`src/rtl/spi_job_loader.sv`:
```
// Frame assembler behind the SPI shift front-end: collects one job word per chip-select
// window and hands it to the hashing core over valid/ready. CRC-8 check via SPI_JOB_LOADER_CRC_EN.
module spi_job_loader #(
  parameter int JOB_BITS  = 32,
  parameter int ERR_CNT_W = 8
) (
  input  logic                 clk_in,
  input  logic                 reset_in,
  input  logic                 cs_n_in,
  input  logic                 bit_valid_in,
  input  logic                 bit_in,
  output logic [JOB_BITS-1:0]  job_data_out,
  output logic                 job_valid_out,
  input  logic                 job_ready_in,
  output logic                 busy_out,
  output logic                 frame_err_out,
  output logic                 overrun_out,
  output logic [ERR_CNT_W-1:0] err_count_out
);

  localparam int CNT_W = $clog2(JOB_BITS + 2);
  localparam logic [CNT_W-1:0] CNT_FULL = CNT_W'(JOB_BITS);
  localparam logic [CNT_W-1:0] CNT_SAT  = CNT_W'(JOB_BITS + 1);

  typedef enum logic [1:0] {IDLE, RECV, DRAIN} state_t;

  state_t              state, state_nxt;
  logic [CNT_W-1:0]    bit_cnt;
  logic [JOB_BITS-1:0] shift_reg;
  logic                start_frame, shift_en, end_frame;
  logic                len_ok, crc_ok, frame_good, frame_bad, commit, overrun;

  always_ff @(posedge clk_in) begin
    if (reset_in) state <= DRAIN;
    else          state <= state_nxt;
  end

  // Reset parks in DRAIN so a frame already in flight is never picked up halfway.
  always_comb begin
    state_nxt   = state;
    start_frame = 1'b0;
    shift_en    = 1'b0;
    end_frame   = 1'b0;
    case (state)
      IDLE: begin
        if (!cs_n_in) begin
          state_nxt   = RECV;
          start_frame = 1'b1;
        end
      end
      RECV: begin
        if (cs_n_in) begin
          state_nxt = IDLE;
          end_frame = 1'b1;
        end else if (bit_valid_in) begin
          shift_en = 1'b1;
        end
      end
      DRAIN: begin
        if (cs_n_in) state_nxt = IDLE;
      end
      default: state_nxt = DRAIN;
    endcase
  end

  always_ff @(posedge clk_in) begin
    if (reset_in) begin
      bit_cnt   <= '0;
      shift_reg <= '0;
    end else if (start_frame) begin
      bit_cnt   <= '0;
      shift_reg <= '0;
    end else if (shift_en) begin
      shift_reg <= {shift_reg[JOB_BITS-2:0], bit_in};
      if (bit_cnt != CNT_SAT) bit_cnt <= bit_cnt + 1'b1;
    end
  end

`ifdef SPI_JOB_LOADER_CRC_EN
  localparam logic [CNT_W-1:0] CNT_PAYLOAD = CNT_W'(JOB_BITS - 8);
  logic [7:0] crc_reg, crc_nxt;

  always_comb crc_nxt = {crc_reg[6:0], 1'b0} ^ ({8{crc_reg[7] ^ bit_in}} & 8'h07);

  always_ff @(posedge clk_in) begin
    if (reset_in || start_frame)                 crc_reg <= 8'h00;
    else if (shift_en && bit_cnt < CNT_PAYLOAD)  crc_reg <= crc_nxt;
  end

  assign crc_ok = (crc_reg == shift_reg[7:0]);
`else
  assign crc_ok = 1'b1;
`endif

  assign len_ok     = (bit_cnt == CNT_FULL);
  assign frame_good = end_frame & len_ok & crc_ok;
  assign frame_bad  = end_frame & ~(len_ok & crc_ok);
  assign commit     = frame_good & (~job_valid_out | job_ready_in);
  assign overrun    = frame_good & job_valid_out & ~job_ready_in;

  always_ff @(posedge clk_in) begin
    if (reset_in) begin
      job_data_out  <= '0;
      job_valid_out <= 1'b0;
      frame_err_out <= 1'b0;
      overrun_out   <= 1'b0;
      err_count_out <= '0;
    end else begin
      frame_err_out <= frame_bad;
      overrun_out   <= overrun;
      if (commit) begin
        job_data_out  <= shift_reg;
        job_valid_out <= 1'b1;
      end else if (job_valid_out && job_ready_in) begin
        job_valid_out <= 1'b0;
      end
      if ((frame_bad || overrun) && (err_count_out != '1))
        err_count_out <= err_count_out + 1'b1;
    end
  end

  assign busy_out = (state == RECV);

endmodule

```
`config.mk`:
```
export PLATFORM = sky130hd
export DESIGN_NAME = spi_job_loader
export DESIGN_NICKNAME = d
export VERILOG_FILES = /design/src/rtl/spi_job_loader.sv
export SDC_FILE = /design/constraint.sdc
export NUM_CORES = 1
export LEC_CHECK = 0
export ABC_AREA = 0
export BUFFER_PORTS_ARGS = -buffer_cell sky130_fd_sc_hd__buf_4
export CAP_MARGIN = 0
export CORE_MARGIN = 8
export CORE_UTILIZATION = 58
export CTS_BUF_LIST = sky130_fd_sc_hd__clkbuf_8
export DETAILED_ROUTE_END_ITERATION = 8
export PLACE_DENSITY = 0.9
export SKIP_CTS_REPAIR_TIMING = 1
export SYNTH_ARGS = -nofsm -noshare
export SYNTH_HDL_FRONTEND = slang
export SYNTH_SLANG_ARGS = --single-unit
```
`constraint.sdc`:
```
create_clock -name clk_in -period 1.9 [get_ports clk_in]
set_input_delay 0 -clock clk_in [delete_from_list [all_inputs] [get_ports clk_in]]
set_output_delay 0 -clock clk_in [all_outputs]
set_load 0.005 [all_outputs]
```
# After elaboration in Yosys (flattened, before gate mapping)
# Index checks and enable logic that the tools add are counted.
# classes
mux,12
n_eq_ne,7
n_reduce_logical,9
bitwise_logic,9
addsub,2
# ops
op,n
2-to-1 mux 1 bit,9
"adder 8 x 1 -> 8 bit, second input constant",1
"!= test 8 bit, second input constant",1
"adder 6 x 1 -> 6 bit, second input constant",1
"equality test 6 bit, second input constant",1
"!= test 6 bit, second input constant",1
bitwise AND 1 bit,5
2-to-1 mux 2 bit,2
one-hot mux 2 bit (2 select lines),1
AND reduction 2 bit,2
OR reduction 2 bit,2
NOT 1 bit,3
"equality test 2 x 1 -> 1 bit, second input constant",1
"equality test 2 bit, second input constant",1
logical AND 1 bit,2
zero test 2 bit,1
"!= test 2 x 1 -> 1 bit, second input constant",1
"!= test 2 bit, second input constant",1
nonzero test 2 bit,1
logical OR 1 bit,1
OR 1 bit,1
# word_totals
in_bits,6
regBits,83
word_cells,47

# Longest topological paths before layout
# depth
ltp_word,7
depth_mapped,7
mapped_depth_nobuf,6

# Worst setup path before layout
# Ideal clock, no wire load.
# synth_path
path_type,reg-to-reg
startpoint,reg bit_cnt[2]
endpoint,reg err_count_out[1]
path_buffers,1
setup_time_ps,115
arrival_time_ps,1568
path_slack_ps,217
stages_incl_launch_ff,6
t_required_ps,1785
path_cell_list,dfxtp_1 > or4b_4 > o31ai_4 > buf_4 > nor3b_1 > o21ba_2
# synth_via
elab_chain_cells,6
word_cells_on_any_way,8
cone_classes,eq/ne: 1; bitwise: 5; reduce/logical: 2
# synth_lines
item,line_no,text
"start, declared",28,logic [CNT_W-1:0] bit_cnt;
"start signal, assigned",75,if (bit_cnt != CNT_SAT) bit_cnt <= bit_cnt + 1'b1;
equality test 6 bit *,95,assign len_ok = (bit_cnt == CNT_FULL);
bitwise AND 1 bit,96,assign frame_good = end_frame & len_ok & crc_ok;
bitwise AND 1 bit (2 in a row),99,assign overrun = frame_good & job_valid_out & ~job_ready_in;
logical OR 1 bit *,117,if ((frame_bad || overrun) && (err_count_out != '1))
logical AND 1 bit *,117,
"end signal, assigned",118,err_count_out <= err_count_out + 1'b1;
"end, declared",18,output logic [ERR_CNT_W-1:0] err_count_out
# Mark *: on every way between the ends. The rest lies on a longest branch, timed or not.
# A chain may end at the register's enable or synchronous reset.

# Worst setup path after layout
# Ends and elaborated chain as after synthesis.

==> summary.md <==
| Metric | Value |
|---|---|
| Status | completed |
| Syn Nets | 403 |
| Final Cycle Share | 95.5% |
| Final Critical Period | 1.81 ns |
| Crit path capture type | flip-flop |
| Maxcap violations | 0 |
| Fmax achieved | 0.551 GHz |
| CP required | 2.18 ns |
| Total GRT Usage | 17.3% |
| Hold violation count in the final report | 0 |
| Area share of the largest cell type after synthesis | 51.4% |
| H-tree level count | 3 |
| Worst flop-to-flop path startpoint | bit_cnt[2]$_SDFFE_PP0P_ |
| Number of DRC violations after detailed-routing iteration 0 | 203 |
| Crit path arrival time | 2.10 ns |
| VDD IR-drop max | 0.604 mV |
| Grt total ovfl | 0 |
| Worst-Skew Late Latency | 0.34 ns |
| Root Driver | clkbuf_8 |
| Mapped Area | 3230 µm² |
| Setup TNS | 0 ns |
| Commonest non-fill, non-tap cell in the layout | nand2_1 |
| Synthesis warning total | 0 |
| Total clock sinks | 83 |
| Area contributors post-synth | dfxtp_1 51%, nand2_1 15%, a21oi_1 10% |
| Sink of the worst hold path | frame_err_out$_SDFF_PP0_ |
| Worst Tran Pin Value | 0.532 ns |
| Vias in the first global route | 2771 |
| Setup WS pre-CTS | 0.0600 ns |
| WL/cell | 13.9 µm |
| DP Wirelength | 4640 µm |
| CTS clk-pin slew, worst paths | 0.08 ns |
| IO Count | 50 |
| Slew headroom | 64.5% |
| Reg2reg end | err_count_out[1]$_SDFFE_PP0P_ |
| Worst Min Path Start | cs_n_in |
| Die W | 90.7 µm |
| Final critical-path setup slack | 0.0852 ns |
| M1 WL | 2840 µm |
| Port Buffers | 49 |
| Synthesis-to-finish area growth | 18.7% |
| Clock buffer depth | 2 |
| Pins Over Slew Limit | 0 |
| CTS buffer count | 9 |
| # diodes | 0 |
| Filler instances | 415 |
| Synthesized flop and latch total | 83 |
| CTS tree | yes |
| Largest net degree at the start of global routing | 48 |
| Area leader, netlist | dfxtp_1 |
| Post-synthesis instance total | 389 |
| Sequential fraction of the synthesis area | 51.4% |
| Routed Antenna Nets | 0 |
| Initial Util | 59.4% |
| Commonest non-fill, non-tap cells in the layout | 133 x nand2_1, 83 x dfxtp_1, 66 x a21oi_1, 54 x buf_4, 11 x inv_1 |
| Synthesized area per cell | 8.31 µm² |
| Antenna violations before repair | 0 |
| Reg2reg setup slack | 0.09 ns |
| Core area | 5440 µm² |
| Final GP Congestion | 0.818 |
| RSZ-0062 raised after global routing | no |
| Drt first pass iters | 4 |
| Critical Path Fanout Max | 10 |
| Overall routed net length | 7080 µm |
| Nets@finish | 448 |
| Die height | 90.7 µm |
| Vias per cell | 5.47 |
| Yosys cell types | 40 |
| Ratio of cells with drive above 1 in the final layout | 19.4% |
| Total number of vias | 2794 |
| First-pass GRT wire length | 12100 µm |
| Leakage Power | 1.37 nW |
| R2R cell count | 5 |
| Clock Skew | 0.00974 ns |
| Worst hold path class | in -> reg |
| Routed length on met2 | 3600 µm |
| DR top layer | met4 |
| Die area | 8220 µm² |
| Critical path class | reg -> reg |
| Residual DRC | 0 |
| Final core occ | 70.6% |
| WL met3 | 455 µm |
| # rows | 27 |
| Setup violations, final | 0 |
| Cell Pwr Density | 776 nW/µm² |
| Startpoint types | flip-flop |
| Hold path depth | 3 |
==> worst max-delay path, stage by stage, from the launching register on <==
cell and delay (ns):
dfxtp_1 0.35, or4b_4 0.59, o31ai_4 0.40, buf_6 0.18, o21a_1 0.12, o21ba_2 0.13
==> metrics by stage <==
stage          cell area, µm²  power [mW]  hold WS [ns]  std cells
2_1_floorplan            3230        1.92         0.136        389
3_3_place_gp             3640        1.95         0.267        493
3_5_place_dp             3640        1.97         0.274        493
4_1_cts                  3800        2.99       -0.0873        509
5_1_grt                  3840        3.10        0.0545        511
6_report                 3840        2.98        0.0577        511
==> worst max path at each step <==
stage / endpoint / cells past startpoint / slack [ns] / startpoint
2_1_floorplan: err_count_out[1]$_SDFFE_PP0P_ / 5 / 0.22 / bit_cnt[2]$_SDFFE_PP0P_
3_3_place_gp: err_count_out[0]$_SDFFE_PP0P_ / 5 / 0.15 / bit_cnt[2]$_SDFFE_PP0P_
3_5_place_dp: err_count_out[5]$_SDFFE_PP0P_ / 6 / 0.06 / state[1]$_SDFFE_PP1P_
4_1_cts: err_count_out[5]$_SDFFE_PP0P_ / 6 / 0.05 / state[1]$_SDFFE_PP1P_
5_1_grt: err_count_out[4]$_SDFFE_PP0P_ / 6 / 0.007 / state[1]$_SDFFE_PP1P_
6_report: err_count_out[1]$_SDFFE_PP0P_ / 5 / 0.09 / bit_cnt[2]$_SDFFE_PP0P_
==> layout make-up <==
class | count | area [µm²] | share of cell area, %
tap | 72 | 90.1 | 2.35
timing repair buffer | 58 | 457 | 11.9
sequential | 83 | 1660 | 43.3
clock buffer | 9 | 124 | 3.23
clock inverter | 7 | 38.8 | 1.01
inverter | 8 | 30.0 | 0.783
multi-input combinational | 274 | 1440 | 37.4
==> Yosys cell counts <==
cell type / count
nand3b_1: 1
nor2b_1: 2
nand2b_1: 1
o21ba_2: 1
o31ai_4: 1
a31o_2: 1
o41ai_1: 2
o21a_1: 1
a21oi_1: 66
buf_4: 1
buf_6: 3
xor2_1: 2
nor3_1: 1
a21oi_2: 7
nor4b_1: 1
a211oi_1: 2
nor4_1: 2
nand2_1: 133
nand4_1: 3
clkbuf_1: 19
dfxtp_1: 83
a211o_1: 1
mux2_2: 1
or4b_4: 1
and3b_1: 1
and2_1: 1
o31ai_1: 3
xnor2_1: 2
mux2i_1: 2
or3_1: 3
nor2_1: 11
nor3b_1: 1
nand3_1: 5
nor4_4: 1
inv_1: 8
or4_1: 4
ha_1: 8
a21o_1: 1
o21ai_0: 1
buf_1: 1
==> power by group <==
part | internal, mW | switching, mW | leakage, nW | total [mW]
registers | 1.75 | 0.0108 | 0.669 | 1.76
logic | 0.0550 | 0.115 | 0.619 | 0.170
clock network | 0.458 | 0.590 | 0.0850 | 1.05
total | 2.26 | 0.716 | 1.37 | 2.98
==> cells by family after synthesis <==
group                      after synthesis  share of synthesized area (%)
and+or+nand+nor                        172                           23.0
AOI/OAI and AO/OA                       87                           15.9
DFF                                     83                           51.4
buffers and inverters                   32                           4.53
adders and majority gates                8                           3.10
xor gates and xnor gates                 4                           1.08
muxes                                    3                          0.967
==> metal layers <==
layer | track usage, % | vias to the layer above
li1 | - | 1380
met1 | 18.4 | 1300
met2 | 30.4 | 93
met3 | 4.24 | 21
met4 | 10.3 | 0
met5 | 0 | -
No activity file was read; power rests on OpenSTA's default activity.
